### config.mk
export PLATFORM = sky130hd
export DESIGN_NAME = sad_min_select
export DESIGN_NICKNAME = d
export VERILOG_FILES = /design/src/rtl/me_pkg.sv /design/src/rtl/raster_counter.sv /design/src/rtl/sad_min_select.sv
export SDC_FILE = /design/constraint.sdc
export NUM_CORES = 1
export LEC_CHECK = 0
export CORE_MARGIN = 2
export CORE_UTILIZATION = 56
export CTS_CLUSTER_SIZE = 12
export DETAILED_ROUTE_END_ITERATION = 12
export PLACE_DENSITY = 0.83
export REMOVE_ABC_BUFFERS = 1
export SYNTH_ARGS = -nofsm -noshare
export SYNTH_HDL_FRONTEND = slang
export SYNTH_HIERARCHICAL = 1
export SYNTH_SLANG_ARGS = --single-unit
### constraint.sdc
create_clock -name clk -period 5.35 [get_ports clk]
set_clock_uncertainty 0.15 [all_clocks]
set_input_delay 1.07 -clock clk [delete_from_list [all_inputs] [get_ports clk]]
set_output_delay 1.07 -clock clk [all_outputs]
set_load 0.01 [all_outputs]
### src/rtl/me_pkg.sv
// Shared motion-estimation definitions, used by the PE array and the
// best-match selector.
//   SAD_W       : SAD result width produced by the 8x8 PE array
//   MV_W        : signed motion-vector component width
//   sel_state_t : best-match selector FSM states
package me_pkg;

    localparam int SAD_W = 14;
    localparam int MV_W  = 6;

    typedef enum logic [1:0] {
        IDLE = 2'd0,
        RUN  = 2'd1,
        DONE = 2'd2
    } sel_state_t;

endpackage

### src/rtl/raster_counter.sv
// Raster-order candidate position counter for one search window.
// Ports:
//   clk, rst          : clock, asynchronous active-low reset
//   clear             : return to (0,0); has priority over advance
//   advance           : step one position in raster order
//   x_idx, y_idx      : current candidate column / row
//   last              : current position is the final one (RANGE_X-1, RANGE_Y-1)
module raster_counter #(
    parameter int RANGE_X = 16,
    parameter int RANGE_Y = 16,
    localparam int XW = $clog2(RANGE_X),
    localparam int YW = $clog2(RANGE_Y)
) (
    input  logic          clk,
    input  logic          rst,
    input  logic          clear,
    input  logic          advance,
    output logic [XW-1:0] x_idx,
    output logic [YW-1:0] y_idx,
    output logic          last
);

    logic x_last;
    logic y_last;

    assign x_last = (x_idx == XW'(RANGE_X - 1));
    assign y_last = (y_idx == YW'(RANGE_Y - 1));
    assign last   = x_last && y_last;

    // Ranges are powers of two, so y_idx wraps on its own after the last row.
    always_ff @(posedge clk or negedge rst) begin
        if (!rst) begin
            x_idx <= '0;
            y_idx <= '0;
        end else if (clear) begin
            x_idx <= '0;
            y_idx <= '0;
        end else if (advance) begin
            if (x_last) begin
                x_idx <= '0;
                y_idx <= y_idx + 1'b1;
            end else begin
                x_idx <= x_idx + 1'b1;
            end
        end
    end

endmodule

### src/rtl/sad_min_select.sv
// Motion-estimation best-match selector. Takes one SAD per accepted cycle in
// raster order over a RANGE_X x RANGE_Y window, keeps the strict minimum
// (earliest candidate wins ties) and reports it as a signed motion vector.
// Ports:
//   clk, rst            : clock, asynchronous active-low reset
//   start               : begin a search (honoured in IDLE only)
//   abort               : cancel a running search, results untouched
//   sad_valid, sad      : candidate SAD stream
//   busy                : search in progress (cycle after start .. done cycle)
//   done                : one-cycle pulse, best_* are final
//   best_sad            : minimum SAD of the last completed search
//   best_mvx, best_mvy  : signed offset of that minimum from the window centre
module sad_min_select
    import me_pkg::*;
#(
    parameter int SAD_W   = me_pkg::SAD_W,
    parameter int RANGE_X = 16,
    parameter int RANGE_Y = 16,
    parameter int MV_W    = me_pkg::MV_W
) (
    input  logic                   clk,
    input  logic                   rst,
    input  logic                   start,
    input  logic                   abort,
    input  logic                   sad_valid,
    input  logic [SAD_W-1:0]       sad,
    output logic                   busy,
    output logic                   done,
    output logic [SAD_W-1:0]       best_sad,
    output logic signed [MV_W-1:0] best_mvx,
    output logic signed [MV_W-1:0] best_mvy
);

    localparam int XW = $clog2(RANGE_X);
    localparam int YW = $clog2(RANGE_Y);

    sel_state_t state, state_nxt;
    logic       clear, accept, last;

    logic [XW-1:0]    x_idx, min_x, fin_x;
    logic [YW-1:0]    y_idx, min_y, fin_y;
    logic [SAD_W-1:0] min_sad, fin_sad;
    logic             cand_lt;

    raster_counter #(
        .RANGE_X (RANGE_X),
        .RANGE_Y (RANGE_Y)
    ) u_raster (
        .clk     (clk),
        .rst     (rst),
        .clear   (clear),
        .advance (accept),
        .x_idx   (x_idx),
        .y_idx   (y_idx),
        .last    (last)
    );

    always_ff @(posedge clk or negedge rst) begin
        if (!rst) state <= IDLE;
        else      state <= state_nxt;
    end

    // abort wins over a same-cycle sample; samples outside RUN are dropped.
    always_comb begin
        state_nxt = state;
        clear     = 1'b0;
        accept    = 1'b0;
        case (state)
            IDLE: begin
                if (start) begin
                    state_nxt = RUN;
                    clear     = 1'b1;
                end
            end
            RUN: begin
                if (abort) begin
                    state_nxt = IDLE;
                end else if (sad_valid) begin
                    accept = 1'b1;
                    if (last) state_nxt = DONE;
                end
            end
            DONE:    state_nxt = IDLE;
            default: state_nxt = IDLE;
        endcase
    end

    // Strict less-than keeps the earlier raster position on ties.
    assign cand_lt = accept && (sad < min_sad);
    assign fin_sad = cand_lt ? sad   : min_sad;
    assign fin_x   = cand_lt ? x_idx : min_x;
    assign fin_y   = cand_lt ? y_idx : min_y;

    always_ff @(posedge clk or negedge rst) begin
        if (!rst) begin
            min_sad <= '1;
            min_x   <= '0;
            min_y   <= '0;
        end else if (clear) begin
            min_sad <= '1;
            min_x   <= '0;
            min_y   <= '0;
        end else if (cand_lt) begin
            min_sad <= sad;
            min_x   <= x_idx;
            min_y   <= y_idx;
        end
    end

    // Outputs are registered from the next state, so the final sample's
    // compare folds straight into best_* on the edge that enters DONE.
    always_ff @(posedge clk or negedge rst) begin
        if (!rst) begin
            busy     <= 1'b0;
            done     <= 1'b0;
            best_sad <= '1;
            best_mvx <= '0;
            best_mvy <= '0;
        end else begin
            busy <= (state_nxt != IDLE);
            done <= (state_nxt == DONE);
            if (state_nxt == DONE) begin
                best_sad <= fin_sad;
                best_mvx <= MV_W'(fin_x) - MV_W'(RANGE_X / 2);
                best_mvy <= MV_W'(fin_y) - MV_W'(RANGE_Y / 2);
            end
        end
    end

endmodule

# --- After elaboration in Yosys (flattened, before gate mapping) ---
# Cells that the tools add are included.
word_totals:
  regBits: 60
  latch_bits: 0
  ramBits: 0
  rom_bits: 0
  inputBits: 19
  word_cells: 49
  memories: 0
classes:
  addsub: 4
  mul: 0
  div: 0
  n_lt_le_gt_ge: 1
  n_eq_ne: 4
  shifts: 0
  n_mux: 22
  bitwise_logic: 0
  reduce_logical: 7
op_table:
  columns: ["op", "n"]
  rows:
  - ["$mux 4", 10]
  - ["$mux 14", 2]
  - ["$lt 14x14->1", 1]
  - ["$sub 4x4->5 const B", 2]
  - ["$add 4x1->4 const B", 2]
  - ["$eq 4x4->1 const B", 2]
  - ["$mux 2", 4]
  - ["$reduce_bool 2->1", 3]
  - ["$mux 1", 5]
  - ["$pmux 2 s2", 1]
  - ["$eq 2x1->1 const B", 1]
  - ["$eq 2x2->1 const B", 1]
  - ["$logic_and 1x1->1", 2]
  - ["$logic_not 2->1", 1]
  - ["$reduce_and 2->1", 1]

# --- Longest topological paths before layout ---
# Gate-level depths: netlist of run 1.
depth:
  ltp_word: 7
  mapped_depth: 9
  ltp_nobuf: 8

# --- Hierarchy ---
# Netlist of run 1, hierarchy kept.
by_module_without_submodules:
  columns: ["module", "n_inst", "cells_each", "area_per_inst_um2", "seq_area_each_um2"]
  rows:
  - ["sad_min_select", 1, 202, 2214.6, 1236.2]
  - ["raster_counter", 1, 41, 410.4, 200.2]

# --- Worst setup path after synthesis of run 1 ---
# OpenSTA, ideal clock, no wires.
synth_timing:
  kind: "in2reg"
  start: "in sad[5]"
  end: "reg best_mvy[0]"
  setup_ps: 137
  arrival_ps: 2748
  setup_slack_ps: 2315
  path_stages: 8
  path_cell_list: "ha_1 -> a211o_1 -> a21oi_2 -> o211ai_1 -> a211oi_2 -> buf_6 -> mux2i_1 -> a21oi_1"
synth_between:
  elab_chain_len: 4
synth_lines:
  columns: ["element", "line", "rtl"]
  rows:
  - ["start: declaration", "sad_min_select.sv:26", "input logic [SAD_W-1:0] sad,"]
  - ["$lt 14x14->1", "sad_min_select.sv:89", "assign cand_lt = accept && (sad < min_sad);"]
  - ["$logic_and 1x1->1", "sad_min_select.sv:89", null]
  - ["$mux 4", null, null]
  - ["$sub 4x4->5", "sad_min_select.sv:125", "best_mvy <= MV_W'(fin_y) - MV_W'(RANGE_Y / 2);"]
  - ["end signal: assignment", "sad_min_select.sv:125", null]
  - ["end: declaration", "sad_min_select.sv:31", "output logic signed [MV_W-1:0] best_mvy"]
# No other way between the ends.
# A chain may end at the register's enable or synchronous reset.

# --- Worst setup path in the final report of run 1 ---
layout_timing:
  start: "in abort"
  end: "reg best_mvx[1]"
layout_between:
  elab_chain_len: 5
  word_cells_on_any_way: 8
  cone_classes: "add/sub (1); eq/ne (1); mux (5); reduce/logical (1)"
layout_lines:
  columns: ["element", "line", "rtl"]
  rows:
  - ["start: declaration", "sad_min_select.sv:24", "input logic abort,"]
  - ["$mux 1", "sad_min_select.sv:76", "if (abort) begin"]
  - ["$mux 1", "sad_min_select.sv:68", "case (state)"]
  - ["via accept", "sad_min_select.sv:38", "logic clear, accept, last;"]
  - ["$logic_and 1x1->1", "sad_min_select.sv:89", null]
  - ["$mux 4", null, null]
  - ["$sub 4x4->5", "sad_min_select.sv:124", "best_mvx <= MV_W'(fin_x) - MV_W'(RANGE_X / 2);"]
  - ["end signal: assignment", "sad_min_select.sv:124", null]
  - ["end: declaration", "sad_min_select.sv:30", "output logic signed [MV_W-1:0] best_mvx,"]
# The timed path passes the listed nets, and every way through them passes these cells.

==> impl_metrics.tcl, run 1 <==
set metrics [dict create \
    critPathKind "input pin to flop" \
    netlist.area_leader.share_pct 28.0 \
    core_mm2 0.00444 \
    die-area_mm2 0.00525 \
    overflow 0 \
    grt_setup_unrepaired "false" \
    ctsResizeCount 0 \
    clk_latency_ns 0.31 \
    dp_cells 331 \
    antennaDiodeCount 0 \
    crit_chain "clkdlybuf4s50_1, nand2b_4, nor3b_2, o21ai_1, a211oi_4, buf_12, mux2i_1, a21oi_1" \
    fillers 332 \
    cap_violations 0 \
    clkSlewWorstSetupHoldPaths_ns 0.10 \
    cp.required_ns 5.33 \
    cp_data_arrival_time_ns 3.68 \
    tightest_slew_ns 1.15 \
    synth_edf_count 0 \
    nets 320 \
    max_slew_margin_pct 22.9 \
    via_per_inst 5.52 \
    grt_start_max_net_pins 41 \
    final_cells 339 \
    avgRoutedWirePerCell_um 14.9 \
    std_cell_rows 24 \
    gp_congestion 0.770 \
    cp_slowest_cell "a211oi_4" \
    clock_sink_count 56 \
    cts_hold_buf 0 \
    fin_crit_ns 3.69 \
    post-dp-hpwl_um 3590 \
    setup_viol 0 \
    yosysMostFrequentCell "nor2_1" \
    root_buffer "clkbuf_8" \
    antenna_found_initial 0 \
    slowest_delay_ns 0.70 \
    netlist_instances 243 \
    tns_ns 0 \
    first_global_vias 1864 \
    cp-start-kind "input pin" \
    post-cts-setup-buffer-count 0 \
    cts_buffers 5 \
    numPortBuffers 46 \
    hold_path_class "flop to flop" \
    status "complete, no violations" \
    leakagePower_nw 1.47 \
    vdd_drop_max_uv 165 \
    path_buf_inv 2 \
    max_freq_mhz 271 \
    synth.area.top_cells "dfstp_2, dfrtp_1, mux2i_1, ha_1, a21oi_1" \
    synth-seq-cells 56 \
    synth_area_leader_cell "dfstp_2" \
    yosys-top-cells-count "nor2_1, a21oi_1, dfrtp_1, dfstp_2, mux2i_1" \
    yosysWarnings 6 \
    synthFlopType "dfstp_2" \
    via_count 1872 \
    start_util_pct 59.1 \
    ios 47 \
    critPathTopFamily "compound AO/OA/AOI/OAI gates" \
    drtAntennaViolNets 0 \
    htree_levels 2 \
    track_usage_pct 20.8 \
    cts_tree "yes" \
    critPathCaptureType "flop" \
    yosysSeqAreaShare_pct 54.7 \
    drive_above_1_share_pct 17.1 \
    drc_errors 0 \
    postSynth.asyncResetShare_pct 100 \
    dr.first_iter.drc_count 151 \
    final_hold_viol_count 0 \
    cts_buffer_depth 2 \
    netlist_area_mm2 0.00263 \
    grt_pass1_wl_um 8370 \
    drt_first_pass_iters 4 \
    critical_path.max_fanout 13 \
    fin_crit_sh_pct 69.0 \
    drt_wl_total_um 5040 \
    dieWidth_um 72.5 \
    syn_to_final_growth_pct 22.2 \
    die_y_um 72.5 \
    synthDistinctLibCells 34 \
    finalMaxSlewViolations 0 \
    total_power_mw 0.822 \
    powerDensity_mw_per_mm2 256 \
    synth_area_per_cell_um2 10.8 \
]
## worst min-delay path: stages (launching register included)
cell and delay (ns):
dfstp_2 0.38, nor2_1 0.09, a21oi_1 0.04
## sequential cells by signal, summed over array words and instances, names as in the netlist, 2 cells and up
name            cells
best_mvx            4
best_mvy            4
best_sad           14
min_sad            14
min_x               4
min_y               4
state               2
u_raster/x_idx      4
u_raster/y_idx      4
## per-stage QoR
step	setup slack (ns)	utilization, %	instance area (um^2)	hold slack, ns
after global placement	1.42	70.1	3110	0.340
after floorplan	1.19	-	2550	0.325
after detailed placement	1.33	70.1	3110	0.341
after CTS	1.64	72.2	3210	0.359
final	1.66	72.2	3210	0.356
after global routing	1.46	72.2	3210	0.386
## report_power, final
part / internal (mW) / leakage, nW / total [mW] / switching [mW]
combinational: 0.0526 / 0.747 / 0.121 / 0.0684
sequential: 0.451 / 0.678 / 0.464 / 0.0127
clock: 0.106 / 0.0488 / 0.237 / 0.131
## worst paths after layout
path                          endpoint         from  slack (ns)  depth (start not counted)
max reg2reg                best_mvx[1]   min_sad[5]        2.31                          9
max                        best_mvx[1]        abort        1.66                          8
max in group asynchronous  min_sad[12]          rst        3.68                          2
min reg2reg                best_sad[2]  best_sad[2]        0.36                          2
min in group asynchronous  best_mvy[2]          rst        0.52                          1
min                        best_sad[2]  best_sad[2]        0.36                          2
## area by class of cell
| class | count | area, um^2 | share of cell area, % |
|---|---|---|---|
| Multi-Input combinational cell | 158 | 1060 | 33.1 |
| Timing Repair Buffer | 49 | 490 | 15.3 |
| Clock buffer | 7 | 86.3 | 2.69 |
| Clock inverter | 1 | 6.26 | 0.195 |
| Sequential cell | 56 | 1440 | 44.8 |
| Tap cell | 52 | 65.1 | 2.03 |
| Inverter | 16 | 60.1 | 1.87 |
## layout by cell type (no fill, tap or decap), types with 3 or more instances in the layout
master,n
a21oi_1,29
clkbuf_8,6
clkdlybuf4s50_1,45
dfrtp_1,28
dfstp_2,28
ha_1,15
inv_1,15
mux2i_1,25
nand2_1,20
nand3_1,4
nor2_1,34
o21ai_0,5
or3_1,3
## metal layers
layer | GRT usage [%] | up-vias | wire length (um)
met5 | 0 | - | 0
li1 | - | 904 | -
met1 | 26.7 | 915 | 2230
met3 | 5.28 | 4 | 234
met2 | 35.2 | 49 | 2540
met4 | 5.76 | 0 | 34
## cells by family (layout without fill, tap and decap cells)
logic type	after synthesis	count (layout)	synth area share [%]
XOR/XNOR	2	2	0.667
AND/OR/NAND/NOR	71	71	12.6
multiplexers	27	27	10.4
adder cells (fa/ha/maj)	15	15	7.15
buffers and inverters	29	73	5.29
AO/OA/AOI/OAI	43	43	9.20
flip-flops	56	56	54.7
(Power assumes the default switching activity.)
==> inputs of run 2 (changes only) <==
- CORE_UTILIZATION: 56 -> 52
- PLACE_DENSITY: 0.83 -> 0.78
- clock period: 5.35 -> 3.5 ns (I/O delays scaled with it)
==> run 2 against run 1 <==
Effect of this change:
- critical path type unchanged
- sequential power increased by 52%
- critical path depth increased by 1
- global-route usage decreased by 1.7 points
- clock power increased by 63%
- utilization decreased by 4.2 points
- sequential cell count unchanged
- via count decreased by 3.4%
- highest routed layer unchanged
==> impl_metrics.tcl, run 2 (synthesis results as in run 1) <==
set metrics [dict create \
    gp_congestion 0.784 \
    fin_crit_ns 2.92 \
    cp.required_ns 3.55 \
    reg_top3 "best_sad (14), min_sad (14)" \
    avgRoutedWirePerCell_um 13.5 \
    root_buffer "clkbuf_8" \
    fillers 386 \
    final_common_cell "clkdlybuf4s50_1" \
    nets 324 \
    final_hold_viol_count 0 \
    max_slew_margin_pct 36.0 \
    syn_to_final_growth_pct 23.9 \
    multi_input_area_mm2 0.00106 \
    cts_buffers 5 \
    overflow 0 \
    max_freq_mhz 342 \
    grt_pass1_wl_um 8150 \
    cts_hold_buf 0 \
    via_per_inst 5.05 \
    tightest_slew_ns 0.960 \
    status "complete, no violations" \
    drc_errors 0 \
    critPathKind "input pin to flop" \
    rr_worst_depth 9 \
    die-area_mm2 0.00563 \
    critPathCaptureType "flop" \
    die_y_um 75.1 \
    whs_ns 0.354 \
    final_cells 358 \
    leakagePower_nw 1.50 \
    fin_crit_sh_pct 83.5 \
    dp_cells 350 \
    grt_setup_unrepaired "false" \
    cap_violations 0 \
    r2r_start "min_sad[5]" \
    cp-start-kind "input pin" \
    hold_path_class "flop to flop" \
    core_mm2 0.00479 \
    grt_start_max_net_pins 46 \
    clock_sink_count 56 \
    clkSlewWorstSetupHoldPaths_ns 0.09 \
    dieWidth_um 75.1 \
    powerDensity_mw_per_mm2 393 \
    antennaDiodeCount 0 \
    r2r_setup_slack_ns 0.85 \
    cp_slowest_cell "clkdlybuf4s50_1" \
    cts_tree "yes" \
    startpoint "sad[5]" \
    first_global_vias 1769 \
    post-cts-setup-buffer-count 0 \
    numPortBuffers 46 \
    drt_wl_total_um 4850 \
    seq_area_mm2 0.00144 \
    finalMaxSlewViolations 0 \
    slowest_delay_ns 0.43 \
    cp_data_arrival_time_ns 2.97 \
    post-dp-hpwl_um 3460 \
    via_count 1808 \
    drt_first_pass_iters 5 \
    antenna_found_initial 0 \
    setup_viol 0 \
    path_buf_inv 2 \
    std_cell_rows 25 \
    endpoint "best_mvy[3]" \
    track_usage_pct 19.1 \
    vdd_drop_max_uv 266 \
    crit_chain "clkdlybuf4s50_1, ha_1, a211o_1, a21oi_2, o211ai_1, a211oi_4, buf_4, mux2i_1, mux2_2" \
    clk_latency_ns 0.31 \
    rr_endpoint "best_mvy[3]" \
    critical_path.max_fanout 14 \
    drtAntennaViolNets 0 \
    most-common-layout-cells "clkdlybuf4s50_1, nor2_1, a21oi_1" \
    critPathTopFamily "compound AO/OA/AOI/OAI gates" \
    drive_above_1_share_pct 18.2 \
    dr.first_iter.drc_count 57 \
    cp.depth 9 \
    cts_buffer_depth 2 \
    start_util_pct 54.8 \
    ios 47 \
    htree_levels 2 \
    ctsResizeCount 0 \
]
[run 2: cell count changes in the layout (fill, tap and decap cells not counted), sizes merged]
| cell | delta |
|---|---|
| buf | +4 |
| clkinv | +1 |
| inv | -1 |
[run 2: metal layers]
metal	vias up	global-route usage, %	part of all wire [%]	wire [um]
met5	-	0	0	0
met4	0	4.17	0.74	36
met3	5	4.95	4.1	198
met2	34	32.2	50	2410
met1	856	24.9	45	2210
li1	913	-	-	-
[run 2: where the power goes]
part	switching, mW	internal [mW]
Sequential	0.0176	0.690
Combinational	0.102	0.0809
Clock	0.203	0.184
[run 2: how the worst min path moves through the flow]
| stage | from | endpoint | slack (ns) | cells past startpoint |
|---|---|---|---|---|
| after floorplan | rst | best_mvx[0] | 0.25 | 0 |
| after global placement | best_sad[3] | best_sad[3] | 0.34 | 2 |
| after detailed placement | best_sad[6] | best_sad[6] | 0.34 | 2 |
| after CTS | best_sad[6] | best_sad[6] | 0.36 | 2 |
| after global routing | best_sad[5] | best_sad[5] | 0.37 | 2 |
| final | best_sad[6] | best_sad[6] | 0.35 | 2 |
[run 2: metrics by stage]
stage / cell area, um^2 / utilization (%) / setup TNS [ns] / power, mW / worst slack [ns]
after floorplan: 2550 / - / -3.28 / 0.827 / -0.341
after global placement: 3150 / 65.8 / 0 / 0.897 / 0.312
after detailed placement: 3150 / 65.8 / 0 / 0.904 / 0.233
after CTS: 3250 / 68.0 / 0 / 1.29 / 0.556
after global routing: 3250 / 68.0 / 0 / 1.34 / 0.458
final: 3250 / 68.0 / 0 / 1.28 / 0.577
[run 2: area by class of cell]
| type | count | area share, % |
|---|---|---|
| Timing Repair Buffer | 53 | 15.6 |
| Sequential cell | 56 | 44.2 |
| Tap cell | 67 | 2.58 |
| Clock buffer | 7 | 3.00 |
| Clock inverter | 1 | 0.154 |
| Inverter | 16 | 1.85 |
| Multi-Input combinational cell | 158 | 32.7 |
[run 2: worst register-to-register path: stages (launching register included)]
cell	delay [ns]
dfstp_2	0.54
inv_1	0.04
ha_1	0.30
a211o_1	0.31
a21oi_2	0.10
o211ai_1	0.13
a211oi_4	0.24
buf_4	0.30
mux2i_1	0.15
mux2_2	0.27
==> inputs of run 3 (changes only) <==
- clock period: 3.5 -> 3 ns (I/O delays scaled with it)
==> run 3 against run 2 <==
Effect of this change:
- via count is 2.1% higher
- sequential cell count stayed put
- setup slack worse by 0.31 ns
- die area stayed put
- largest power group unchanged
- combinational power is 21% higher
- power is 15% higher
- sequential share of layout area is 0.34 points lower
- first-iteration DRC count is 11% lower
- cell count is 0.84% higher
- worst hold slack worse by 0.097 ns
==> impl_metrics.tcl, run 3 (synthesis results as in run 1) <==
set metrics [dict create \
    status "complete, no violations" \
    cp_data_arrival_time_ns 2.82 \
    pwr-share-comb_pct 15.1 \
    fin_crit_sh_pct 91.0 \
    antennaDiodeCount 0 \
    clk_latency_ns 0.31 \
    avgRoutedWirePerCell_um 13.3 \
    drive_above_1_share_pct 19.4 \
    ios 47 \
    finalMaxSlewViolations 0 \
    cts_tree "yes" \
    first_global_vias 1780 \
    antenna_found_initial 0 \
    max_slew_margin_pct 41.6 \
    switchingPower_mw 0.380 \
    power.internal_mw 1.09 \
    dp_cells 353 \
    critPathCaptureType "flop" \
    final_common_cell "clkdlybuf4s50_1" \
    cts_hold_buf 0 \
    pwr-share-clk_pct 28.8 \
    dieWidth_um 75.1 \
    gp_congestion 0.787 \
    root_buffer "clkbuf_8" \
    leakagePower_nw 1.51 \
    reg_top3 "best_sad (14), min_sad (14)" \
    die_y_um 75.1 \
    drc_errors 0 \
    start_util_pct 54.8 \
    clkSlewWorstSetupHoldPaths_ns 0.10 \
    drtAntennaViolNets 0 \
    grt_start_max_net_pins 43 \
    post-dp-hpwl_um 3450 \
    std_cell_rows 25 \
    syn_to_final_growth_pct 24.9 \
    numPortBuffers 46 \
    ctsResizeCount 0 \
    via_per_inst 5.11 \
    track_usage_pct 19.1 \
    vdd_drop_max_uv 329 \
    total_power_mw 1.47 \
    critPathKind "input pin to flop" \
    cts_buffer_depth 2 \
    seq_area_mm2 0.00144 \
    fillers 397 \
    cap_violations 0 \
    powerDensity_mw_per_mm2 449 \
    max_freq_mhz 366 \
    hold_path_class "input pin to asynchronous set/reset pin" \
    cp-start-kind "input pin" \
    cts_buffers 5 \
    clock_sink_count 56 \
    p_seq_share_pct 56.1 \
    final_cells 361 \
    tightest_slew_ns 0.876 \
    final_hold_viol_count 0 \
    fin_crit_ns 2.73 \
    post-cts-setup-buffer-count 0 \
    drt_first_pass_iters 4 \
    tns_ns 0 \
    grt_setup_unrepaired "false" \
    die-area_mm2 0.00563 \
    most-common-layout-cells "clkdlybuf4s50_1, nor2_1, a21oi_1" \
    setup_viol 0 \
    via_count 1846 \
    drt_wl_total_um 4820 \
    critical_path.max_fanout 5 \
    htree_levels 2 \
    p_sw_share_pct 25.9 \
    overflow 0 \
    dr.first_iter.drc_count 51 \
    nets 327 \
    multi_input_area_mm2 0.00106 \
    core_mm2 0.00479 \
    cp.required_ns 3.09 \
    grt_pass1_wl_um 8070 \
]
==> run 3: cell count changes in the layout (fill, tap and decap cells not counted) <==
cell       previous run  this run
clkbuf_16             1         0
clkbuf_8              5         6
clkbuf_1              1         0
buf_4                 7         9
buf_12                0         1
clkinv_2              1         2
==> run 3: worst paths after layout <==
check	slack [ns]	endpoint	start	depth (start not counted)
max	0.27	best_sad[7]	sad[5]	9
min	0.26	best_mvx[2]	rst	1
max reg2reg	0.44	best_sad[7]	min_sad[5]	9
min reg2reg	0.36	best_sad[8]	best_sad[8]	2
max in group asynchronous	1.71	best_sad[9]	rst	2
min in group clk	0.36	best_sad[8]	best_sad[8]	2
==> run 3: layout make-up <==
cell class | count | share of cell area (%)
Clock inverter | 2 | 0.305
Sequential cell | 56 | 43.8
Inverter | 16 | 1.83
Multi-Input combinational cell | 158 | 32.4
Timing Repair Buffer | 56 | 16.6
Clock buffer | 6 | 2.52
Tap cell | 67 | 2.56
==> run 3: routing by layer <==
metal	vias up	GRT usage [%]	part of all wire, %
met5	-	0	0
met4	0	6.55	1.4
met3	5	4.15	4.1
met2	35	33.0	50
met1	888	23.7	45
li1	918	-	-
==> run 3: through the flow <==
| step | setup WS, ns | util (%) | area, um^2 | hold WS [ns] |
|---|---|---|---|---|
| final | 0.269 | 68.5 | 3280 | 0.256 |
| after global routing | 0.131 | 68.5 | 3280 | 0.315 |
| after CTS | 0.275 | 68.5 | 3280 | 0.282 |
| after detailed placement | -0.0402 | 66.6 | 3190 | 0.343 |
| after global placement | 0.00534 | 66.6 | 3190 | 0.341 |
| after floorplan | -0.841 | - | 2550 | 0.154 |
==> run 3: power groups by stage <==
stage | Clock, mW | Sequential, mW | Combinational (mW)
detailed placement | 0 | 0.839 | 0.224
floorplan | 0 | 0.835 | 0.130
global route | 0.468 | 0.830 | 0.252
global placement | 0 | 0.837 | 0.216
finish | 0.423 | 0.825 | 0.221
CTS | 0.436 | 0.826 | 0.225
==> run 3: worst max-delay path, stage by stage <==
cell and delay (ns):
clkdlybuf4s50_1 0.42, ha_1 0.32, a211o_1 0.30, a21oi_2 0.10, o211ai_1 0.14, a211oi_4 0.31, buf_4 0.22, mux2i_1 0.28
a21oi_1 0.10
